## src/rtl/rf_pkg.sv

```systemverilog
// Shared constants and the write-back request type for the register-file write path.
package rf_pkg;

  localparam int XLEN       = 32;
  localparam int NREG       = 32;
  localparam int REG_IDX_W  = 5;
  localparam int STARVE_MAX = 4;

  typedef struct packed {
    logic                 valid;
    logic [REG_IDX_W-1:0] rd;
    logic [XLEN-1:0]      data;
  } wb_req_t;

endpackage

```

## src/rtl/rf_scoreboard.sv

```systemverilog
// Per-register busy scoreboard: set at issue, cleared at commit, flushed on kill.
// Drives the read-after-write stall toward decode.
module rf_scoreboard
  import rf_pkg::*;
(
  input  logic                 clk,
  input  logic                 rst_n,
  input  logic                 set_en,
  input  logic [REG_IDX_W-1:0] set_rd,
  input  logic                 clr_en,
  input  logic [REG_IDX_W-1:0] clr_rd,
  input  logic                 flush,
  input  logic [REG_IDX_W-1:0] rs1,
  input  logic [REG_IDX_W-1:0] rs2,
  input  logic                 rs1_used,
  input  logic                 rs2_used,
  output logic                 hazard,
  output logic [NREG-1:0]      busy
);

  logic [NREG-1:0] busy_q;
  logic [NREG-1:0] busy_d;

  // Order matters: a same-edge set beats a clear (newer producer in flight),
  // and flush beats everything.
  always_comb begin
    busy_d = busy_q;
    if (clr_en) busy_d[clr_rd] = 1'b0;
    if (set_en && (set_rd != '0)) busy_d[set_rd] = 1'b1;
    if (flush) busy_d = '0;
    busy_d[0] = 1'b0;
  end

  always_ff @(posedge clk or negedge rst_n) begin
    if (!rst_n) busy_q <= '0;
    else        busy_q <= busy_d;
  end

  assign busy   = busy_q;
  assign hazard = (rs1_used & busy_q[rs1]) | (rs2_used & busy_q[rs2]);

endmodule

```

## src/rtl/rf_wb_arbiter.sv

```systemverilog
// Write-back arbiter for the single register-file write port (link > load > ALU,
// with an ALU anti-starvation override) plus the busy scoreboard.
module rf_wb_arbiter #(
  parameter int XLEN       = rf_pkg::XLEN,
  parameter int NREG       = rf_pkg::NREG,
  parameter int STARVE_MAX = rf_pkg::STARVE_MAX
) (
  input  logic                         clk_i,
  input  logic                         rst_ni,
  input  logic                         alu_valid_i,
  input  logic [rf_pkg::REG_IDX_W-1:0] alu_rd_i,
  input  logic [XLEN-1:0]              alu_data_i,
  output logic                         alu_ready_o,
  input  logic                         ld_valid_i,
  input  logic [rf_pkg::REG_IDX_W-1:0] ld_rd_i,
  input  logic [XLEN-1:0]              ld_data_i,
  output logic                         ld_ready_o,
  input  logic                         lnk_valid_i,
  input  logic [rf_pkg::REG_IDX_W-1:0] lnk_rd_i,
  input  logic [XLEN-1:0]              lnk_data_i,
  output logic                         lnk_ready_o,
  input  logic                         issue_valid_i,
  input  logic [rf_pkg::REG_IDX_W-1:0] issue_rd_i,
  input  logic [rf_pkg::REG_IDX_W-1:0] rs1_i,
  input  logic [rf_pkg::REG_IDX_W-1:0] rs2_i,
  input  logic                         rs1_used_i,
  input  logic                         rs2_used_i,
  input  logic                         flush_i,
  output logic                         hazard_o,
  output logic                         rwr_en_o,
  output logic [rf_pkg::REG_IDX_W-1:0] rd_o,
  output logic [XLEN-1:0]              wr_o,
  output logic [NREG-1:0]              busy_o
);

  localparam int CW = $clog2(STARVE_MAX + 1);

  // Handshake: a producer holds valid/rd/data until ready; transfer = valid & ready.
  // At most one ready is high per cycle and never without its valid.
  rf_pkg::wb_req_t alu_req, ld_req, lnk_req, win;
  logic [CW-1:0]   starve_cnt, starve_nxt;
  logic            force_alu;
  logic            xfer;

  assign alu_req = '{valid: alu_valid_i, rd: alu_rd_i, data: alu_data_i};
  assign ld_req  = '{valid: ld_valid_i,  rd: ld_rd_i,  data: ld_data_i};
  assign lnk_req = '{valid: lnk_valid_i, rd: lnk_rd_i, data: lnk_data_i};

  always_comb begin
    alu_ready_o = 1'b0;
    ld_ready_o  = 1'b0;
    lnk_ready_o = 1'b0;
    win         = '0;
    force_alu   = alu_req.valid && (starve_cnt == CW'(STARVE_MAX));
    if (rst_ni) begin
      if (force_alu) begin
        alu_ready_o = 1'b1;
        win         = alu_req;
      end else if (lnk_req.valid) begin
        lnk_ready_o = 1'b1;
        win         = lnk_req;
      end else if (ld_req.valid) begin
        ld_ready_o  = 1'b1;
        win         = ld_req;
      end else if (alu_req.valid) begin
        alu_ready_o = 1'b1;
        win         = alu_req;
      end
    end
  end

  assign xfer = alu_ready_o | ld_ready_o | lnk_ready_o;

  always_comb begin
    starve_nxt = starve_cnt;
    if (!alu_valid_i || alu_ready_o)            starve_nxt = '0;
    else if (starve_cnt != CW'(STARVE_MAX))     starve_nxt = starve_cnt + 1'b1;
  end

  // x0 requests are accepted but never written.
  always_ff @(posedge clk_i or negedge rst_ni) begin
    if (!rst_ni) begin
      rwr_en_o   <= 1'b0;
      rd_o       <= '0;
      wr_o       <= '0;
      starve_cnt <= '0;
    end else begin
      starve_cnt <= starve_nxt;
      rwr_en_o   <= xfer && (win.rd != '0);
      if (xfer) begin
        rd_o <= win.rd;
        wr_o <= win.data;
      end
    end
  end

  rf_scoreboard u_scoreboard (
    .clk      (clk_i),
    .rst_n    (rst_ni),
    .set_en   (issue_valid_i),
    .set_rd   (issue_rd_i),
    .clr_en   (rwr_en_o),
    .clr_rd   (rd_o),
    .flush    (flush_i),
    .rs1      (rs1_i),
    .rs2      (rs2_i),
    .rs1_used (rs1_used_i),
    .rs2_used (rs2_used_i),
    .hazard   (hazard_o),
    .busy     (busy_o)
  );

endmodule

```

## config.mk

```make
export PLATFORM = sky130hd
export DESIGN_NAME = rf_wb_arbiter
export DESIGN_NICKNAME = d
export VERILOG_FILES = /design/src/rtl/rf_pkg.sv /design/src/rtl/rf_scoreboard.sv /design/src/rtl/rf_wb_arbiter.sv
export SDC_FILE = /design/constraint.sdc
export NUM_CORES = 1
export LEC_CHECK = 0
export BUFFER_PORTS_ARGS = -buffer_cell sky130_fd_sc_hd__buf_2
export CAP_MARGIN = 0
export CELL_PAD_IN_SITES_DETAIL_PLACEMENT = 2
export CELL_PAD_IN_SITES_GLOBAL_PLACEMENT = 2
export CORE_ASPECT_RATIO = 0.9
export CORE_MARGIN = 3
export CORE_UTILIZATION = 27
export DETAILED_ROUTE_END_ITERATION = 12
export MAX_ROUTING_LAYER = met4
export PLACE_DENSITY_LB_ADDON = 0.05
export SLEW_MARGIN = 20
export SYNTH_ARGS = -nofsm -noshare
export SYNTH_HDL_FRONTEND = slang
export SYNTH_SLANG_ARGS = --single-unit
```

## constraint.sdc

```tcl
create_clock -name clk_i -period 5.1 [get_ports clk_i]
set_input_delay 1.275 -clock clk_i [delete_from_list [all_inputs] [get_ports clk_i]]
set_output_delay 1.275 -clock clk_i [all_outputs]
set_load 0.02 [all_outputs]
```

==> implementation parameters <==
Parameter                              Value

Synth
  Post-synthesis share of cell area spent on full adders, half adders and majority gates    less than 1%
  Post-synthesis instance area    roughly 4200 um2
  Post-synth top cells    dfrtp_1, nand2_1, a21oi_1
  Area share of xor/xnor cells in the synthesized design    less than 1%
  Count of distinct cell types in the synthesized netlist    just over 40
  FF+latch count, synth    72
  Largest area contributor in the synthesized netlist    dfrtp_1
  Nets in the synthesized netlist    just over 600
  Primary FF master, synth    dfrtp_1
  Number of enable flip-flop cells after synthesis    0
  Synth Instances    469
  Library cell with the highest instance count after synthesis    dfrtp_1
  Total number of yosys warnings    0
  Multiplexer share of the synthesized area    roughly 9.9%
  Synthesized-area fraction occupied by and/or/nand/nor cells    between 15 and 20%
  Synth top area share    43.2%
  Compound-Gate Fraction of Synth Area    ~25%
  Proportion of register bits with asynchronous set or reset after synthesis    100%
  Combinational family with the most area after synthesis    compound AO/OA/AOI/OAI gates
  Synthesized area per cell    roughly 9 um2
  Register area share after synthesis    43.2%
  Synth top area cells    dfrtp_1, mux4_2, a21oi_1

Critical path
  R2R Path End    wr_o[30]$_DFFE_PN0P_
  Max incr delay on CP    between 0.5 and 0.6 ns
  Cell breakdown of the critical path    buf_2, mux4_2, mux4_2, o2111ai_1, nand3_1, buf_2
  Critical path launch point type    input pin
  Type of the worst setup path    in2out
  Critical path origin    rs2_i[0]
  CP max FO    9
  Nature of the critical path endpoint    output pin
  Worst reg-to-reg path cell count    7
  Required time of the worst setup path    around 3.8 ns
  Reg-to-Reg Start    starve_cnt[0]$_DFFE_PN0P_
  Max stage delay cell, worst path    mux4_2
  Reg2reg setup slack    roughly 2.8 ns
  Crit path DAT    roughly 3.0 ns

Global routing
  Maximum number of pins on one net before global-route repair    71
  Combined global-route utilization of all metal layers    a little over a fifth
  Aggregate global routing overflow    0
  Wire length of the first global-routing pass    between 20000 and 30000 um
  Vias in the first global route    4848
  Antenna violations before repair    0

Clock network
  CTS resizes    0
  Clock latency reported for the late side of the worst-skew pair    0.35 ns
  H-tree depth reported by CTS    3
  CTS tree    done
  Cell at the root of the clock tree    clkbuf_16
  Post-cts hold buffer count    0
  Maximum root-to-sink buffer count    2
  Cts bufs inserted    9
  Clock slew at the register clock pins of the worst setup and hold paths    0.06 ns
  Setup bufs post-CTS    0
  Clock sink total    72

STA
  Fin crit share    a little over four fifths
  Total negative slack    0 ns
  Remaining max-slew budget at the tightest pin    approximately half
  Setup violators final    0
  Unrepaired setup endpoints after global routing    false
  Achievable frequency    approximately 230 MHz
  Min Clock Period, post-route    4.29 ns
  Clock skew    about 0.0064 ns
  Final-report max-slew violation count    0
  Final Hold Viols    0
  Worst-margin pin slew    roughly 0.77 ns

Routing
  Highest signal layer in the routed design    met4
  Initial DRC Count    270
  Post-detailed-route DRC marker count    0
  Number of nets with antenna violations after routing    0
  Vias per cell    approximately 5.2
  Routed length per placed instance    ~20 um
  Met2 WL    between 7000 and 8000 um
  Final Routed Wirelength    roughly 17000 um
  Met3 wire length    roughly 1500 um
  Pre-Repair DR Iteration Count    4
  Wire length on met1    7450 um
  Via count    roughly 4500

Power and ir drop
  PwrDens    between 300 and 400 nW/um2
  Cell leakage power    2.81 nW
  Logic pwr share    22.6%
  VDD IR-drop max    approximately 0.16 mV
  P_sw    ~570 uW
  Int Power    ~1.3 mW
  Fraction of power consumed by sequential logic    between 30 and 40%
  Switching Fraction    between 30% and 40%
  Share of power burned in the clock network    a little over 40%

Floorplan
  Total die area    17000 um2
  Die Span Y    between 100 and 150 um
  Number of I/O pins    between 200 and 250
  Initial Util    about 28%
  Placement Rows    42
  Die Span X    137 um
  Area of the core region    14900 um2

Finish
  Final net count    between 700 and 800
  Ant. Diodes    0
  Layout cells sized above 1    38.3%
  Area of all sequential standard cells    between 1500 and 2000 um2
  Area used by multi-input combinational logic    about 2200 um2
  Filler cell count    around 1700
  Area Overhead vs Synth    36.5%
  Number of standard cells in the layout, taps in and fillers out    856

Worst hold path
  Hold Crit Class    reg2reg
  Hold path startpoint    wr_o[4]$_DFFE_PN0P_
  Hold endpoint    wr_o[4]$_DFFE_PN0P_
  Min-Delay Path Depth    2

Place
  DPL Wire Length    13200 um
  Number of placed instances, taps included    840
  Routability congestion estimate    0.855
  Number of I/O port buffers    between 200 and 250

Status
  Outcome    finished, final reports clean

Job
  Number of max-capacitance violations reported    0
## layout make-up
| type | instances | share of cell area [%] |
|---|---|---|
| Multi-Input combinational cell | 354 | 38.5 |
| Sequential cell | 72 | 31.7 |
| Timing Repair Buffer | 212 | 18.9 |
| Clock buffer | 11 | 4.44 |
| Tap cell | 198 | 4.36 |
| Clock inverter | 5 | 1.80 |
| Inverter | 4 | 0.264 |
## cell families after synthesis
logic type | after synthesis
and+or+nand+nor | 149
muxes | 22
other | 1
buffers and inverters | 43
xor gates and xnor gates | 1
DFF | 72
adders and majority gates | 2
AOI/OAI and AO/OA | 179
## registers in the layout (all words and copies together), names as in the netlist
| register | cells |
|---|---|
| u_scoreboard.busy | 31 |
| starve_cnt | 3 |
| rd_o | 5 |
| wr_o | 32 |
| rwr_en_o | 1 |
## worst max path at each step
stage / slack [ns] / depth (start not counted) / end
after detailed placement: 0.79 / 6 / hazard_o
final: 0.81 / 6 / hazard_o
after floorplan: 0.77 / 5 / hazard_o
after global routing: 0.68 / 6 / hazard_o
after CTS: 0.78 / 6 / hazard_o
after global placement: 0.83 / 6 / hazard_o
## worst max-delay path, delay by kind of cell
| kind | cells | cell delay, ns |
|---|---|---|
| mux | 2 | 1.00 |
| simple gates | 1 | 0.12 |
| buf+inv | 2 | 0.42 |
| compound gates | 1 | 0.19 |
## through the flow
step	power, mW	util, %	area, um2	setup slack [ns]	hold WS, ns
after floorplan	0.916	-	4170	0.773	0.500
after global placement	1.11	35.7	5330	0.830	0.457
after detailed placement	1.12	35.7	5330	0.793	0.465
after CTS	1.89	38.1	5690	0.784	0.480
after global routing	1.96	38.1	5690	0.684	0.512
final	1.86	38.1	5690	0.808	0.471
## layer usage
| metal | track usage (%) | vias to the layer above |
|---|---|---|
| li1 | - | 2066 |
| met1 | 27.0 | 2199 |
| met2 | 33.3 | 195 |
| met3 | 5.74 | 23 |
| met4 | 4.86 | 0 |
| met5 | - | - |
## placed cells by master (no fill, tap or decap), drive strengths merged, types with 2 or more instances in the layout
cell type / instances
a22oi: 33
and3b: 3
nor3: 3
nand2: 70
mux4: 15
dfrtp: 72
nand3b: 7
nor2b: 3
o21ai: 63
mux2i: 4
mux2: 3
and3: 6
or3b: 2
bufinv: 3
clkbuf: 11
ha: 2
nor3b: 5
inv: 4
a21oi: 65
nand3: 8
nor2: 37
buf: 212
a22o: 4
a21o: 6
## power by group through the flow
| stage | Combinational, mW | Sequential, mW | Clock, mW |
|---|---|---|---|
| 2_1_floorplan | 0.169 | 0.747 | 0 |
| 3_3_place_gp | 0.417 | 0.689 | 0 |
| 3_5_place_dp | 0.428 | 0.694 | 0 |
| 4_1_cts | 0.429 | 0.684 | 0.774 |
| 5_1_grt | 0.469 | 0.692 | 0.799 |
| 6_report | 0.420 | 0.683 | 0.754 |
(Power assumes the default switching activity.)
